--- src/rtl/rf_pkg.sv ---
// Shared types and defaults for the register-file write-port arbiter.
package rf_pkg;
    localparam int RF_AW = 3;
    localparam int RF_DW = 16;
    localparam logic [7:0] CNT_MAX = 8'hFF;

    typedef enum logic [1:0] {
        ST_IDLE  = 2'b00,
        ST_WRITE = 2'b01
    } state_t;
endpackage

--- src/rtl/rr_arb2.sv ---
// Two-way round-robin picker: on a tie the requester that was not granted last wins.
// Purely combinational; grants are mutually exclusive and only asserted with their request.
module rr_arb2 (
    input  logic req_a,
    input  logic req_b,
    input  logic last_grant,
    output logic gnt_a,
    output logic gnt_b,
    output logic any
);
    always_comb begin
        any   = req_a | req_b;
        gnt_a = req_a & (~req_b | last_grant);
        gnt_b = req_b & (~req_a | ~last_grant);
    end
endmodule

--- src/rtl/rf_write_arbiter.sv ---
// Shares the register file write port between A and B, issuing at most one write per step tick.
// Strobes are valid the cycle after step is sampled; requesters hold req/addr/data until ack.
module rf_write_arbiter
    import rf_pkg::*;
#(
    parameter int DW         = RF_DW,
    parameter int AW         = RF_AW,
    parameter int PROTECT_R0 = 0
) (
    input  logic          clk,
    input  logic          reset,
    input  logic          step,
    input  logic          req_a,
    input  logic          req_b,
    input  logic [AW-1:0] addr_a,
    input  logic [AW-1:0] addr_b,
    input  logic [DW-1:0] data_a,
    input  logic [DW-1:0] data_b,
    output logic          ack_a,
    output logic          ack_b,
    output logic          w_en,
    output logic [AW-1:0] w_adr,
    output logic [DW-1:0] w_data,
    output logic          busy,
    output logic          err_r0,
    output logic          last_grant,
    output logic [7:0]    cnt_a,
    output logic [7:0]    cnt_b
);
    state_t        state_q, state_d;
    logic          w_en_q, w_en_d;
    logic          ack_a_q, ack_a_d;
    logic          ack_b_q, ack_b_d;
    logic          busy_q, busy_d;
    logic          err_r0_q, err_r0_d;
    logic          last_grant_q, last_grant_d;
    logic [AW-1:0] w_adr_q, w_adr_d;
    logic [DW-1:0] w_data_q, w_data_d;
    logic [7:0]    cnt_a_q, cnt_a_d;
    logic [7:0]    cnt_b_q, cnt_b_d;

    logic          gnt_a, gnt_b, any_req;
    logic [AW-1:0] sel_adr;
    logic          commit;

    rr_arb2 u_arb (
        .req_a      (req_a),
        .req_b      (req_b),
        .last_grant (last_grant_q),
        .gnt_a      (gnt_a),
        .gnt_b      (gnt_b),
        .any        (any_req)
    );

    // Everything the WRITE cycle shows (strobes, last_grant, counters) is decided at the grant edge.
    always_comb begin
        state_d      = state_q;
        w_en_d       = 1'b0;
        ack_a_d      = 1'b0;
        ack_b_d      = 1'b0;
        busy_d       = 1'b0;
        err_r0_d     = 1'b0;
        last_grant_d = last_grant_q;
        w_adr_d      = w_adr_q;
        w_data_d     = w_data_q;
        cnt_a_d      = cnt_a_q;
        cnt_b_d      = cnt_b_q;
        sel_adr      = gnt_b ? addr_b : addr_a;
        commit       = !((PROTECT_R0 != 0) && (sel_adr == '0));
        case (state_q)
            ST_IDLE: begin
                if (step && any_req) begin
                    state_d      = ST_WRITE;
                    busy_d       = 1'b1;
                    w_adr_d      = sel_adr;
                    w_data_d     = gnt_b ? data_b : data_a;
                    w_en_d       = commit;
                    err_r0_d     = ~commit;
                    ack_a_d      = gnt_a;
                    ack_b_d      = gnt_b;
                    last_grant_d = gnt_b;
                    if (commit && gnt_a && (cnt_a_q != CNT_MAX)) cnt_a_d = cnt_a_q + 8'd1;
                    if (commit && gnt_b && (cnt_b_q != CNT_MAX)) cnt_b_d = cnt_b_q + 8'd1;
                end
            end
            ST_WRITE: state_d = ST_IDLE;
            default:  state_d = ST_IDLE;
        endcase
    end

    always_ff @(posedge clk or posedge reset) begin
        if (reset) begin
            state_q      <= ST_IDLE;
            w_en_q       <= 1'b0;
            ack_a_q      <= 1'b0;
            ack_b_q      <= 1'b0;
            busy_q       <= 1'b0;
            err_r0_q     <= 1'b0;
            last_grant_q <= 1'b1;
            w_adr_q      <= '0;
            w_data_q     <= '0;
            cnt_a_q      <= 8'd0;
            cnt_b_q      <= 8'd0;
        end else begin
            state_q      <= state_d;
            w_en_q       <= w_en_d;
            ack_a_q      <= ack_a_d;
            ack_b_q      <= ack_b_d;
            busy_q       <= busy_d;
            err_r0_q     <= err_r0_d;
            last_grant_q <= last_grant_d;
            w_adr_q      <= w_adr_d;
            w_data_q     <= w_data_d;
            cnt_a_q      <= cnt_a_d;
            cnt_b_q      <= cnt_b_d;
        end
    end

    assign w_en       = w_en_q;
    assign ack_a      = ack_a_q;
    assign ack_b      = ack_b_q;
    assign busy       = busy_q;
    assign err_r0     = err_r0_q;
    assign last_grant = last_grant_q;
    assign w_adr      = w_adr_q;
    assign w_data     = w_data_q;
    assign cnt_a      = cnt_a_q;
    assign cnt_b      = cnt_b_q;
endmodule

--- config.mk ---
export PLATFORM = sky130hd
export DESIGN_NAME = rf_write_arbiter
export DESIGN_NICKNAME = d
export VERILOG_FILES = /design/src/rtl/rf_pkg.sv /design/src/rtl/rr_arb2.sv /design/src/rtl/rf_write_arbiter.sv
export SDC_FILE = /design/constraint.sdc
export NUM_CORES = 1
export LEC_CHECK = 0
export CAP_MARGIN = 30
export CORE_ASPECT_RATIO = 0.7
export CORE_MARGIN = 3
export CORE_UTILIZATION = 45
export DETAILED_ROUTE_END_ITERATION = 8
export GPL_TIMING_DRIVEN = 0
export PLACE_DENSITY = 0.95
export SETUP_SLACK_MARGIN = 0.1
export SYNTH_ARGS = -nofsm -noshare
export SYNTH_HDL_FRONTEND = slang
export SYNTH_SLANG_ARGS = --single-unit
--- constraint.sdc ---
create_clock -name clk -period 5.4 [get_ports clk]
set_clock_uncertainty 0.2 [all_clocks]
set_input_delay 1.08 -clock clk [delete_from_list [all_inputs] [get_ports clk]]
set_output_delay 1.08 -clock clk [all_outputs]
set_load 0.03 [all_outputs]
==> impl_metrics.ini <==
[clock_network]
clk_pin_slew_worst_paths_ns = 0.08
numCtsBuffers = 5
cts_resized = 0
cts_sinks = 40
htree_levels = 2
clock-root-buffer = clkbuf_8
cts_tree = done
holdBufCountCts = 0
post_cts_buffers = 0
ctsLongestPathBuffers = 2
insertion_delay_ns = 0.28

[sta]
fin_tns_setup_ns = 0
tightest_slew_ns = 0.785
period_share_pct = 51.7
period_minus_slack_ns = 2.79
rsz0062_at_grt = false
slew_viol_final = 0
final-setup-viol-count = 0
max_freq_ghz = 0.358
max_slew_margin_pct = 47.6
hold_viol = 0

[setup_path]
crit_buf_inv = 1
crit_chain = clkdlybuf4s50_1
critPathCaptureType = primary output
cp_num_cells = 1
cpPeakStageDelay_ns = 0.67
start_kind = flip-flop
cp-startpoint = last_grant
required_ns = 4.12
reg2reg_slack_ns = 3.56
reg2reg_depth = 5
cpMaxStageDelayCell = clkdlybuf4s50_1
cp_data_arrival_time_ns = 1.51
critical_path_class = flip-flop to primary output
endpoint = last_grant
crit_fanout = 4
r2r_end = cnt_a[1]
reg2reg_from = cnt_a[0]
path_delay_family = buffers and inverters

[run]
max-cap-violations = 0

[drt]
drc = 0
num_vias = 1616
drt_iter0_markers = 40
drt_first_pass_iters = 4
post_drt_wl_per_cell_um = 13.5
routed_wl_mm = 4.37
ant_nets = 0
via_per_inst = 5.00

[placement]
placed_cell_area_um2 = 2810
dp_hpwl_mm = 3.40
portBuffers = 82
place_congestion = 0.822

[synthesis]
synthFlopType = dfrtp_1
ys_types = 37
synth-seq-cells = 40
synthCells = 181
synth.net_count = 226
synth_edf_count = 0
avgSynthCellArea_um2 = 10.6
yosys_warnings = 0
seq_area_frac_synth_pct = 52.2
ys_async_sr_fraction_pct = 100
synth_area_um2 = 1920

[layout]
diodes = 0
num-fill-cells = 292
fin_area_um2 = 2900
synthToLayoutAreaGrowth_pct = 50.9
layout_commonest_cell = clkdlybuf4s50_1
final_cell_mix = clkdlybuf4s50_1 (82), dfrtp_1 (39), nor2_1 (26)
drive_above_1_share_pct = 11.1
final_nets = 315

[global_routing]
grt_overflow = 0
antenna_found_initial = 0
first_global_vias = 1593
grt_use_total_pct = 17.7
grt_pass1_wl_mm = 7.07
grt_start_max_net_pins = 41

[floorplan]
die_area_um2 = 5100
die_x_um = 84.1
start_util_pct = 47.8
fp.dieH_um = 60.7
fp.coreArea_um2 = 4020
num_rows = 19
ios = 84

[power]
power.leakage_nw = 1.28
powerDensity_nw_per_um2 = 378
ir_drop_uv = 324

[worst_hold_path]
min_path_type = flip-flop to flip-flop

[status]
status = finished, final reports clean
## tightest hold or removal path, delay by kind of cell, from the launching register on
family                 cells  cell delay, ns
DFF                        1            0.39
AOI/OAI and AO/OA          1            0.07
buffers and inverters      1            0.05
## where the power goes
group | internal (W) | total, W | switching [W]
clock network | 0.000102 | 0.000199 | 0.0000973
registers | 0.000368 | 0.000432 | 0.0000638
logic | 0.000212 | 0.000464 | 0.000252
## synth_stat cells, types with 2 or more instances
cell	number	area share, %
nor2_1	26	5.1
nand2_1	11	2.1
ha_1	2	1.3
nand3_1	6	1.6
inv_1	5	0.98
a31oi_1	3	0.98
and3_1	3	0.98
dfrtp_1	39	51
mux2_4	3	2.3
mux2_1	4	2.3
buf_2	7	1.8
mux2i_1	20	10
buf_4	2	0.78
nor3_1	2	0.52
a21oi_1	22	5.7
mux2_2	2	1.2
and4_1	2	0.91
nand2b_1	3	0.98
## metal layers
| metal | up-vias | GRT usage, % | share of wire (%) |
|---|---|---|---|
| met1 | 756 | 19.8 | 40 |
| li1 | 799 | - | - |
| met4 | 0 | 4.13 | 0.80 |
| met2 | 56 | 32.4 | 50 |
| met3 | 5 | 7.33 | 9.1 |
| met5 | - | 0 | 0 |
## registers in the layout (all words and copies together) (netlist names)
| signal | flops |
|---|---|
| w_data | 16 |
| cnt_a | 8 |
| cnt_b | 8 |
| w_adr | 3 |
| ack_a | 1 |
| ack_b | 1 |
| busy | 1 |
| last_grant | 1 |
| state_q | 1 |
## through the flow
| stage | worst slack (ns) | std cells | hold WS [ns] | total power (W) | util [%] |
|---|---|---|---|---|---|
| final | 2.61 | 323 | 0.311 | 0.00109 | 72.2 |
| after global routing | 2.57 | 323 | 0.348 | 0.00116 | 72.2 |
| after CTS | 2.59 | 323 | 0.315 | 0.00111 | 72.2 |
| after detailed placement | 2.42 | 315 | 0.302 | 0.000906 | 69.9 |
| after global placement | 2.39 | 315 | 0.297 | 0.000889 | 69.9 |
| after floorplan | 3.02 | 181 | 0.355 | 0.000696 | - |
## cells by family (layout without fill, tap and decap cells)
| family | count (synthesis) | in the layout | synth area share, % |
|---|---|---|---|
| mux | 29 | 29 | 16.3 |
| compound gates | 31 | 31 | 8.86 |
| flops | 40 | 40 | 52.2 |
| simple gates | 61 | 61 | 16.1 |
| buf+inv | 15 | 105 | 4.17 |
| other cells | 1 | 1 | 0.195 |
| xor+xnor | 2 | 2 | 0.912 |
| fa+ha+maj | 2 | 2 | 1.30 |
## worst min path at each step
stage,startpoint,depth (start not counted),slack (ns),end
after global routing,last_grant,2,0.35,last_grant
after global placement,last_grant,2,0.30,last_grant
final,last_grant,2,0.31,last_grant
after CTS,last_grant,2,0.31,last_grant
after floorplan,last_grant,2,0.36,last_grant
after detailed placement,last_grant,2,0.30,last_grant
## layout make-up
cell class / count / area, µm² / share of cell area (%)
sequential: 40 / 1000 / 34.6
multi-input combinational: 126 / 838 / 28.9
timing repair buffer: 82 / 821 / 28.3
clock buffer: 6 / 82.6 / 2.85
tap: 52 / 65.1 / 2.24
buffer: 10 / 61.3 / 2.11
inverter: 5 / 18.8 / 0.647
clock inverter: 2 / 10.0 / 0.345
(Power assumes the default switching activity.)
==> edit 1: new RTL, config.mk and constraints unchanged <==
The package constant `RF_DW` goes from 16 to 18.
--- a/src/rtl/rf_pkg.sv
+++ b/src/rtl/rf_pkg.sv
@@ -2,5 +2,5 @@
 package rf_pkg;
     localparam int RF_AW = 3;
-    localparam int RF_DW = 16;
+    localparam int RF_DW = 18;
     localparam logic [7:0] CNT_MAX = 8'hFF;
 
Ports: changed (resized data_a, data_b and w_data); port bits go from 84 to 90. The function was not compared with the original's and may differ.
==> edit 1 against the unedited design <==
  * Total power up 6.4%
  * Largest cell class unchanged
  * Critical path type unchanged
  * Global-route usage increased by 1.3 points
  * Synthesized area increased by 7.0%
  * Register-to-register slack improved by 0.04 ns
  * Sequential power rose by 5.8%
  * Highest routed layer unchanged
  * Sequential cell count is 2 higher
  * Worst setup slack got worse by 0.0037 ns
  * Cell area up 6.6%
  * Wire length is 12% higher
==> edit 1: results (changes against the unedited design) <==
| Metric | Value |
|---|---|
| Fraction of layout cells with a size suffix above 1 | `9.82% (-1.2 points)` |
| Met3 usage | `6.06% (-1.3 points)` |
| Non-clk bufs | `98 (+6.5%)` |
| Clock buffer count | `7 (+1)` |
| Slew HR | `42.9% (-4.7 points)` |
| M1 WL | `2.10 mm (+19%)` |
| Largest register FFs | `18 (+2)` |
| First-pass GRT wire length | `8.16 mm (+16%)` |
| Clock Latency Late Sink | `0.29 ns` |
| Maximum VDD drop | `0.304 mV (-5.9%)` |
| Switching part of the total | `38.2% (+0.44 points)` |
| Syn nets | `238 (+5.3%)` |
| Gr usage total | `18.9% (+1.3 points)` |
| Non-Filler Instances | `337 (+4.3%)` |
| Hold Worst Slack | `0.312 ns (+0.000916 ns)` |
| Syn avg cell area | `10.9 um^2 (+2.4%)` |
| PortBufs | `88 (+7.3%)` |
| Largest net degree at the start of global routing | `43 (+4.9%)` |
| Post-CTS resize count | `0 (unchanged)` |
| Grt met1 use | `23.6% (+3.8 points)` |
| Placed standard-cell area | `0.00300 mm^2 (+6.9%)` |
| Post-synth top cells | `dfrtp_1 (41), nor2_1 (27), a21oi_1 (24)` |
| WHS Endpoint | `last_grant` |
| DR vias | `1719 (+6.4%)` |
| Crit path max fanout | `5 (+1)` |
| Post-placement cell count | `329 (+4.4%)` |
| DR iter-0 viols | `79 (+98%)` |
| Fraction of area in registers | `34.0% (-0.54 points)` |
| Status | `complete, no violations` |
| Register area share after synthesis | `51.2% (-0.96 points)` |
| Global Route met2 Usage | `32.0% (-0.39 points)` |
| R2r worst-path depth | `4 (-1)` |
| WL met3 | `439 um (+10%)` |
| Launching point of the worst reg2reg path | `state_q[0]` |
| DR WL met2 | `2.33 mm (+7.4%)` |
| Leakage | `1.39 nW (+7.9%)` |
| Fillers | `286 (-2.1%)` |
| R2R setup slack | `3.60 ns (+0.04 ns)` |
| Clk cell area share | `2.95% (-0.24 points)` |
| CTS Root Cell | `clkbuf_8` |
| FFs & Latches | `42 (+5.0%)` |
| Fmax | `357 MHz (-0.13%)` |
| CTS Buf Count | `5 (unchanged)` |
| Synth top area cells | `dfrtp_1 (50%), mux2i_1 (11%), a21oi_1 (5.8%)` |
| Multi-input combinational cell area | `913 um^2 (+9.0%)` |
| Dpl hpwl | `3.73 mm (+9.8%)` |
| DP Worst Slack | `2.40 ns (-0.0263 ns)` |
edit 1: cell types whose count changed after synthesis, moves of 2 or more:
cell,before,now
buf_4,2,4
mux2_2,2,0
nand2_1,11,8
clkbuf_1,0,2
a21oi_1,22,24
mux2i_1,20,23
nand4_1,1,3
buf_2,7,2
and3_1,3,5
dfrtp_1,39,41
edit 1: power by group through the flow:
stage | sequential, mW | combinational, mW | clock, mW
floorplan | 0.593 | 0.150 | 0
global placement | 0.458 | 0.493 | 0
detailed placement | 0.462 | 0.505 | 0
CTS | 0.457 | 0.508 | 0.214
global route | 0.471 | 0.535 | 0.230
finish | 0.457 | 0.501 | 0.207
edit 1: logic make-up after synthesis:
| logic type | synth area share, % |
|---|---|
| and+or+nand+nor | 16.3 |
| DFF | 51.2 |
| AOI/OAI and AO/OA | 9.62 |
| muxes | 16.3 |
| buffers and inverters | 4.32 |
| adders and majority gates | 1.22 |
| xor gates and xnor gates | 0.853 |
| other | 0.183 |
==> edit 2: new RTL, same settings <==
Without the edit above. Register the output `err_r0` once more, cleared by the reset; this adds one clock of latency there. The other outputs are not delayed to match.
--- a/src/rtl/rf_write_arbiter.sv
+++ b/src/rtl/rf_write_arbiter.sv
@@ -121,5 +121,11 @@
     assign ack_b      = ack_b_q;
     assign busy       = busy_q;
-    assign err_r0     = err_r0_q;
+    always_ff @(posedge clk or posedge reset) begin
+        if (reset) begin
+            err_r0 <= '0;
+        end else begin
+            err_r0 <= err_r0_q;
+        end
+    end
     assign last_grant = last_grant_q;
     assign w_adr      = w_adr_q;
Check against the original RTL: equivalent (Yosys induction, for registers that start in step).
==> edit 2 against the unedited design <==
  * Worst setup slack worse by 0.021 ns
  * Synthesized cell count down 1.7%
  * Combinational power down 3%
  * Total power down 1.9%
  * Wire length up 7.9%
  * Synthesized area down 1.9%
  * Final cell count down 0.93%
  * Sequential cell count unchanged
  * Cell area down 1.6%
==> edit 2: results (changes against the unedited design) <==
| Metric | Value |
|---|---|
| Largest net degree at the start of global routing | `41 (unchanged)` |
| PortBufs | `82 (unchanged)` |
| Min-delay src | `last_grant` |
| M1 WL | `2.09 mm (+18%)` |
| Post-route antenna net violation count | `0 (unchanged)` |
| DP Worst Slack | `2.45 ns (+0.0295 ns)` |
| Setup-failing EPs final | `0 (unchanged)` |
| R2R setup slack | `3.58 ns (+0.02 ns)` |
| First-pass GRT wire length | `7.96 mm (+13%)` |
| Hold Worst Slack | `0.309 ns (-0.00136 ns)` |
| Critical path's top delay family | `buffers and inverters` |
| Maximum VDD drop | `0.309 mV (-4.4%)` |
| Transition time of the tightest slew-check pin | `0.804 ns (+0.0186 ns)` |
| CTS Buf Count | `5 (unchanged)` |
| H-tree depth | `2 (unchanged)` |
| Leakage | `1.20 nW (-6.3%)` |
| Syn nets | `223 (-1.3%)` |
| Fraction of registers with async set/reset | `100% (unchanged)` |
| Status | `complete, no violations` |
| Gpl congestion | `0.806 (-1.9%)` |
| Crit path max fanout | `4 (unchanged)` |
| Launching point of the worst reg2reg path | `last_grant` |
| Fillers | `306 (+4.8%)` |
| CTS max path bufs | `2 (unchanged)` |
| Synth Instances | `178 (-1.7%)` |
| WP depth | `1 (unchanged)` |
| CP Capture Point | `last_grant` |
| Register area share after synthesis | `53.2% (+1.0 points)` |
| Vias per Instance | `5.05 (+1.0%)` |
| Post-CTS resize count | `0 (unchanged)` |
| Min cycle time layout | `2.81 ns (+0.0206 ns)` |
| DR iter-0 viols | `48 (+20%)` |
| Global Route met2 Usage | `34.2% (+1.9 points)` |
| Largest register FFs | `16 (unchanged)` |
| Slowest stage delay, CP | `0.69 ns (+0.02 ns)` |
| Top Layer Used | `met4` |
| Fraction of layout cells with a size suffix above 1 | `6.34% (-4.7 points)` |
| Logic power comb | `0.449 mW (-3%)` |
| WL met3 | `356 um (-11%)` |
| Worst min path class | `reg2reg` |
| Dpl hpwl | `3.56 mm (+4.6%)` |
| Clock share of power | `17.6% (-0.6 points)` |
| Routed wire length | `4.71 mm (+7.9%)` |
| Vias in the first global route | `1659 (+4.1%)` |
| Post-synth top cells | `dfrtp_1 (39), nor2_1 (27), a21oi_1 (23)` |
| Met3 usage | `6.34% (-0.99 points)` |
| Nets | `312 (-0.95%)` |
| Synth top area cells | `dfrtp_1 (52%), mux2i_1 (10%), a21oi_1 (6.1%)` |
| Non-Filler Instances | `320 (-0.93%)` |
| P_sw | `0.414 mW (+0.25%)` |
| R2r worst-path depth | `5 (unchanged)` |
| Synth cell types | `32 (-14%)` |
| Arr. time, crit path | `1.53 ns (+0.02 ns)` |
| Gr usage total | `20.0% (+2.3 points)` |
| CTS Root Cell | `clkbuf_8` |
| Grt met1 use | `24.9% (+5.1 points)` |
| DR WL met2 | `2.23 mm (+2.5%)` |
| Worst Hold Depth | `2 (unchanged)` |
[edit 2: through the flow]
stage | power [mW] | area, um^2
after floorplan | 0.681 | 1880
after global placement | 0.874 | 2770
after detailed placement | 0.892 | 2770
after CTS | 1.08 | 2850
after global routing | 1.14 | 2850
final | 1.07 | 2850
[edit 2: logic make-up after synthesis]
family / share of synthesized area, %
AND/OR/NAND/NOR: 14.5
AO/OA/AOI/OAI: 11.2
buffers and inverters: 3.92
multiplexers: 14.3
XOR/XNOR: 1.39
adder cells (fa/ha/maj): 1.33
other: 0.199
flip-flops: 53.2
[edit 2: final cells by class]
type | instances | area, um^2 | area share, %
buffer | 10 | 62.6 | 2.19
clock buffer | 7 | 76.3 | 2.68
clock inverter | 1 | 5.00 | 0.176
inverter | 3 | 11.3 | 0.395
multi-input combinational | 125 | 808 | 28.3
sequential | 40 | 1000 | 35.1
tap | 52 | 65.1 | 2.28
timing repair buffer | 82 | 821 | 28.8
